$ cat src/rtl/latch_tx_pkg.sv
// Shared types and width helpers for the latch transmit serializer.
// Optional parity bit is selected by LATCH_TX_PARITY_EN in the top.
package latch_tx_pkg;

    typedef enum logic [1:0] {
        IDLE  = 2'd0,
        SETUP = 2'd1,
        PULSE = 2'd2,
        HOLD  = 2'd3
    } tx_state_e;

    // Phase counter must hold the longest phase length minus one, plus margin.
    function automatic int phase_cnt_w(input int s, input int p, input int h);
        int m;
        m = s;
        if (p > m) m = p;
        if (h > m) m = h;
        return $clog2(m) + 1;
    endfunction

    function automatic int bit_cnt_w(input int width);
        return $clog2(width) + 1;
    endfunction

endpackage

$ cat src/rtl/latch_tx_phase_timer.sv
// Loadable down-counter; tc is high while the count sits at zero.
// Reloaded with (phase length - 1) on every phase entry.
module latch_tx_phase_timer #(
    parameter int W = 1
) (
    input  logic         clk,
    input  logic         rst_n,
    input  logic         load,
    input  logic [W-1:0] load_val,
    output logic         tc
);

    logic [W-1:0] cnt_q, cnt_d;

    always_comb begin
        cnt_d = cnt_q;
        if (load) begin
            cnt_d = load_val;
        end else if (cnt_q != '0) begin
            cnt_d = cnt_q - W'(1);
        end
    end

    always_ff @(posedge clk or negedge rst_n) begin
        if (!rst_n) begin
            cnt_q <= '0;
        end else begin
            cnt_q <= cnt_d;
        end
    end

    assign tc = (cnt_q == '0);

endmodule

$ cat src/rtl/latch_tx_serializer.sv
// Serializes a parallel word MSB-first onto d_out with a glitch-free le_out strobe.
// Define LATCH_TX_PARITY_EN to append an even-parity bit after the LSB.
module latch_tx_serializer
    import latch_tx_pkg::*;
#(
    parameter int WIDTH     = 8,
    parameter int SETUP_CYC = 1,
    parameter int PULSE_CYC = 1,
    parameter int HOLD_CYC  = 1
) (
    input  logic             clk,
    input  logic             rst_n,
    input  logic [WIDTH-1:0] in_data,
    input  logic             in_valid,
    output logic             in_ready,
    output logic             d_out,
    output logic             le_out,
    output logic             busy,
    output logic             done
);

    localparam int CW = phase_cnt_w(SETUP_CYC, PULSE_CYC, HOLD_CYC);
    localparam int BW = bit_cnt_w(WIDTH);
`ifdef LATCH_TX_PARITY_EN
    localparam int NBITS = WIDTH + 1;
`else
    localparam int NBITS = WIDTH;
`endif

    tx_state_e        state_q, state_d;
    logic [NBITS-1:0] sh_q, sh_d, sh_load, sh_next;
    logic [BW-1:0]    bit_cnt_q, bit_cnt_d;
    logic             d_out_q, d_out_d;
    logic             le_out_q, le_out_d;
    logic             in_ready_q, in_ready_d;
    logic             busy_q, busy_d;
    logic             done_q, done_d;
    logic             tmr_load;
    logic [CW-1:0]    tmr_val;
    logic             tmr_tc;

`ifdef LATCH_TX_PARITY_EN
    assign sh_load = {in_data, ^in_data};
`else
    assign sh_load = in_data;
`endif
    assign sh_next = sh_q << 1;

    latch_tx_phase_timer #(.W(CW)) u_phase_timer (
        .clk      (clk),
        .rst_n    (rst_n),
        .load     (tmr_load),
        .load_val (tmr_val),
        .tc       (tmr_tc)
    );

    // Outputs are computed for the next state so every output is a flop.
    always_comb begin
        state_d    = state_q;
        sh_d       = sh_q;
        bit_cnt_d  = bit_cnt_q;
        d_out_d    = d_out_q;
        le_out_d   = 1'b0;
        in_ready_d = 1'b0;
        busy_d     = 1'b1;
        done_d     = 1'b0;
        tmr_load   = 1'b0;
        tmr_val    = '0;
        unique case (state_q)
            IDLE: begin
                in_ready_d = 1'b1;
                busy_d     = 1'b0;
                if (in_valid && in_ready_q) begin
                    state_d    = SETUP;
                    sh_d       = sh_load;
                    bit_cnt_d  = BW'(NBITS - 1);
                    d_out_d    = sh_load[NBITS-1];
                    in_ready_d = 1'b0;
                    busy_d     = 1'b1;
                    tmr_load   = 1'b1;
                    tmr_val    = CW'(SETUP_CYC - 1);
                end
            end
            SETUP: begin
                if (tmr_tc) begin
                    state_d  = PULSE;
                    le_out_d = 1'b1;
                    tmr_load = 1'b1;
                    tmr_val  = CW'(PULSE_CYC - 1);
                end
            end
            PULSE: begin
                le_out_d = 1'b1;
                if (tmr_tc) begin
                    state_d  = HOLD;
                    le_out_d = 1'b0;
                    tmr_load = 1'b1;
                    tmr_val  = CW'(HOLD_CYC - 1);
                end
            end
            HOLD: begin
                if (tmr_tc) begin
                    if (bit_cnt_q != '0) begin
                        state_d   = SETUP;
                        bit_cnt_d = bit_cnt_q - BW'(1);
                        sh_d      = sh_next;
                        d_out_d   = sh_next[NBITS-1];
                        tmr_load  = 1'b1;
                        tmr_val   = CW'(SETUP_CYC - 1);
                    end else begin
                        state_d    = IDLE;
                        done_d     = 1'b1;
                        in_ready_d = 1'b1;
                        busy_d     = 1'b0;
                    end
                end
            end
            default: state_d = IDLE;
        endcase
    end

    always_ff @(posedge clk or negedge rst_n) begin
        if (!rst_n) begin
            state_q    <= IDLE;
            sh_q       <= '0;
            bit_cnt_q  <= '0;
            d_out_q    <= 1'b0;
            le_out_q   <= 1'b0;
            in_ready_q <= 1'b1;
            busy_q     <= 1'b0;
            done_q     <= 1'b0;
        end else begin
            state_q    <= state_d;
            sh_q       <= sh_d;
            bit_cnt_q  <= bit_cnt_d;
            d_out_q    <= d_out_d;
            le_out_q   <= le_out_d;
            in_ready_q <= in_ready_d;
            busy_q     <= busy_d;
            done_q     <= done_d;
        end
    end

    assign in_ready = in_ready_q;
    assign d_out    = d_out_q;
    assign le_out   = le_out_q;
    assign busy     = busy_q;
    assign done     = done_q;

endmodule

$ cat config.mk
export PLATFORM = sky130hd
export DESIGN_NAME = latch_tx_serializer
export DESIGN_NICKNAME = d
export VERILOG_FILES = /design/src/rtl/latch_tx_pkg.sv /design/src/rtl/latch_tx_phase_timer.sv /design/src/rtl/latch_tx_serializer.sv
export SDC_FILE = /design/constraint.sdc
export NUM_CORES = 1
export LEC_CHECK = 0
export ABC_AREA = 1
export BUFFER_PORTS_ARGS = -buffer_cell sky130_fd_sc_hd__buf_2
export CORE_MARGIN = 2
export CORE_UTILIZATION = 30
export CTS_BUF_LIST = sky130_fd_sc_hd__clkbuf_8
export DETAILED_ROUTE_END_ITERATION = 10
export PLACE_DENSITY = 0.5
export SLEW_MARGIN = 20
export SYNTH_ARGS = -nofsm -noshare
export SYNTH_HDL_FRONTEND = slang
export SYNTH_HIERARCHICAL = 1
export SYNTH_SLANG_ARGS = --single-unit
$ cat constraint.sdc
create_clock -name clk -period 1.2 [get_ports clk]
set_input_delay 0.06 -clock clk [delete_from_list [all_inputs] [get_ports clk]]
set_output_delay 0.06 -clock clk [all_outputs]
set_load 0.005 [all_outputs]
# Yosys cells after proc, flatten, opt, wreduce, memory -nomap -nowiden
# Index checks and enable logic that the tools add are counted.
# word_totals
out_inout_bits,5
register_bits,19
inputBits,11
elab_cells,62
# classes
reduce_logical,8
mux,35
add_sub_neg,2
eq_ne,8
# ops
cell,count
7-bit two-way mux,3
1-bit two-way mux,17
7-bit case mux with 2 select lines,1
4-bit two-way mux,3
"2-bit inequality test, second input constant",5
2-bit two-way mux,4
1-bit case mux with 2 select lines,4
2-bit case mux with 4 select lines,1
4-bit case mux with 2 select lines,1
4-bit AND reduction,2
"2-bit == test, second input constant",2
4-bit nonzero test,1
4-bit OR reduction,1
"4-bit by 1-bit subtractor with 4-bit output, second input constant",1
1-bit case mux with 3 select lines,1
"2-bit by 1-bit == test with 1-bit output, second input constant",1
2-bit logical NOT,1
2-bit nonzero test,1
2-bit OR reduction,1
1-bit logical AND,1
"1-bit subtractor, second input constant",1

# Logic depth before layout (Yosys ltp)
# depth
depth_word,5
depth_mapped,9
mapped_depth_nobuf,9

# By module
# Netlist, hierarchy kept.
# by_module_without_submodules
module,seq_area_each_um2,instances,area_each_um2,cells_per_inst
latch_tx_serializer,451.7,1,1008.5,140
latch_tx_phase_timer,25.0,1,36.3,4

# Worst setup path after synthesis
# No wires, ideal clock.
# synth_path
kind,reg2reg
start,reg state_q[0]
end,reg bit_cnt_q[2]
synth_period_minus_slack_ns,1.298
setup_time_ns,0.117
path_stages_with_launch,10
slack_ns,-0.098
n_path_buf,1
required_time_ns,1.083
arrival_time_ns,1.181
path_cell_list,dfrtp_1 inv_1 ha_1 nand2_1 nand2_2 inv_2 nand2_2 buf_6 nand2_1 nand2_1
# synth_between
elab_chain_cells,3
elab_cells_between_ends,8
cone_classes,4 x eq/ne; 1 x mux; 3 x reduce/logical
# synth_lines
item,line,source
start: declaration,latch_tx_serializer.sv:30,"tx_state_e state_q, state_d;"
start signal: assignment,latch_tx_serializer.sv:133,state_q <= state_d;
2-bit == test / 2-bit logical NOT (equally long branches),latch_tx_serializer.sv:69,unique case (state_q)
2-bit inequality test (no source line) / 2-bit nonzero test (equally long branches),n/a,
4-bit AND reduction (no source line),n/a,
end signal: assignment,latch_tx_serializer.sv:135,bit_cnt_q <= bit_cnt_d;
end: declaration,latch_tx_serializer.sv:32,"logic [BW-1:0] bit_cnt_q, bit_cnt_d;"
# Parallel ways exist; a longest one is shown, timed or not.
# A chain may end at the register's enable or synchronous reset.

# Worst setup path in the final report
# Same ends and word-level chain as after synthesis.

==> results.toml <==
[floorplanning]
die-width_um = 63.0
io_pins = 16
rows = 21
initial_utilization_pct = 31.3
die-area_um2 = 3970
core-area_um2 = 3340
die_h_um = 63.0

[yosys]
ys_types = 16
ys_warn_count = 6
ys_ff_latch = 19
avgSynthCellArea_um2 = 7.26
synth_fp_nets = 160
ys_seq_area_share_pct = 45.6
syn_area_um2 = 1040
synthCells = 144

[run_status]
status = "complete, but fails checks"
violations = "negative setup slack"

[global_routing]
grt_usage_pct = 12.9
antenna_found_initial = 0
grt_pass1_wl_um = 4100
grt_pass1_vias = 999
gr-total-overflow = 0
grt_max_degree = 20

[finish]
area_growth_pct = 54.1
final_common_cell = "nand2_1"
final_util_pct = 48.3
multi_input_area_um2 = 646
regArea_um2 = 479
drive_gt1_share_pct = 43.0
final_cell_mix = "nand2_1, buf_4, dfrtp_1"
n_antenna_cell = 0
final_nets = 203
nFillCells = 338

[timing]
hold_ws_ps = 105
finalCriticalPeriod_ps = 1290
rsz0062_at_grt = "yes"
finalHoldViolCount = 0
fin_ws_ps = -87.9
fin_crit_sh_pct = 107
setup_viol = 15
fmaxAchievable_mhz = 776
skew_ps = 4.56
report.final.slew_viol_count = 0

[setup_path]
critPathKind = "reg2reg"
arrival_ps = 1430
crit_path_max_incr_delay_ps = 450
crit_required_ps = 1350
r2r_cells = 8
crit_slowest_cell = "dfrtp_2"
start_kind = "register"
cp_num_buf_inv = 3
cp_top_family = "flip-flops"
cp.depth = 8
crit_chain = "inv_2, ha_4, nand2_4, nand2_8, inv_8, buf_6, nand3_2, nand2_1"
crit_path_end_kind = "register"
cp_max_fo = 5

[placed_design]
gp_congestion = 0.776
port_buffers = 15
dpl.hpwl_um = 1690

[drt]
vias_per_cell = 4.36
ant_nets = 0
first_iter_violations = 17
drc = 0
totalWireLength_um = 2530
avgRoutedWirePerCell_um = 10.9
num_vias = 1012
first_pass_iters = 5

[clock_tree]
clk_pin_slew_ps = 80
insertion_delay_ps = 250
numCtsBuffers = 3
ctsLongestPathBuffers = 2
cts-root-buf = "clkbuf_8"
clock-sinks = 19
cts_tree = "yes"
h-tree-depth = 1

[power_and_ir_drop]
p_leak_nw = 0.881
finalPower_mw = 4.89
ir_drop_mv = 1.20
power.density_nw_per_um2 = 3040

[worst_hold_path]
worstHoldPathCells = 5
hold_class = "in2reg"

[job]
maxCapViolCount = 0
tightest hold or removal path: stages:
cell and delay [ps]:
buf_2 90, inv_1 40, nor2_1 40, nand3_2 60, nand2_1 40
flip-flops by register name (all words and copies together) (netlist names):
signal / flops
bit_cnt_q: 4
busy: 1
d_out: 1
done: 1
in_ready: 1
le_out: 1
sh_q: 7
state_q: 2
u_phase_timer/cnt_q: 1
per-stage QoR:
step	setup slack, ps	setup TNS (ps)	instance area [µm²]	instances
global placement	-118	-1460	1310	220
finish	-87.9	-864	1610	232
global route	-153	-1820	1610	232
detailed placement	-162	-2030	1310	220
CTS	-88.8	-1110	1490	229
floorplan	-37.9	-421	1070	144
report_power, final:
group / switching [mW] / total (mW) / internal (mW)
Sequential: 0.187 / 1.15 / 0.960
Clock: 0.219 / 0.446 / 0.227
Combinational: 1.73 / 3.30 / 1.57
Total: 2.14 / 4.89 / 2.76
routing by layer:
layer / share of wire [%] / vias to the layer above / global-route usage, % / routed length [µm]
li1: - / 523 / - / -
met3: 3.4 / 4 / 2.16 / 87
met4: 1.1 / 0 / 3.33 / 28
met5: 0 / - / 0 / 0
met1: 46 / 467 / 15.3 / 1150
met2: 50 / 18 / 23.8 / 1260
synth_stat cells (all sizes together):
master / count / area share, %
nand2: 72 / 27
nand3: 15 / 7.2
conb: 1 / 0.36
ha: 5 / 6.0
dfrtp: 18 / 43
inv: 16 / 5.7
dfstp: 1 / 2.5
o21ai: 3 / 1.4
nor2: 6 / 2.2
nand4: 2 / 1.2
a21oi: 1 / 0.48
buf: 4 / 3.0
area by class of cell:
| class | count | share of cell area, % |
|---|---|---|
| multi-input cells | 105 | 40.1 |
| flip-flops and latches | 19 | 29.8 |
| repair buffers | 42 | 19.4 |
| inverters | 16 | 4.35 |
| well taps | 46 | 3.57 |
| clock buffers | 3 | 2.56 |
| clock inverters | 1 | 0.233 |
path summary, 6_finish.rpt:
check	start	endpoint	slack, ps
max	state_q[0]	bit_cnt_q[2]	-90
min	in_data[0]	sh_q[0]	100
max reg2reg	state_q[0]	bit_cnt_q[2]	-90
min reg2reg	sh_q[2]	sh_q[2]	480
max in group asynchronous	rst_n	in_ready	580
min in group asynchronous	rst_n	state_q[0]	280
repair_timing:
| action | CTS | global route |
|---|---|---|
| gates resized for setup | 24 | 19 |
| buffers inserted | 4 | 2 |
| gates cloned | 0 | 1 |
| endpoints found under the hold margin | 18 | 0 |
| endpoints found under the setup margin | 14 | 16 |
| pin swaps | 9 | 27 |
| hold buffers | 1 | 0 |
kinds of logic (layout without fill, tap and decap cells):
| family | Yosys count | after routing | synth area share, % |
|---|---|---|---|
| fa+ha+maj | 5 | 5 | 5.99 |
| flops | 19 | 19 | 45.6 |
| compound gates | 4 | 4 | 1.92 |
| simple gates | 95 | 95 | 37.4 |
| other cells | 1 | 1 | 0.359 |
| buf+inv | 20 | 62 | 8.74 |
Note: power is estimated with default switching activity, not from simulation.
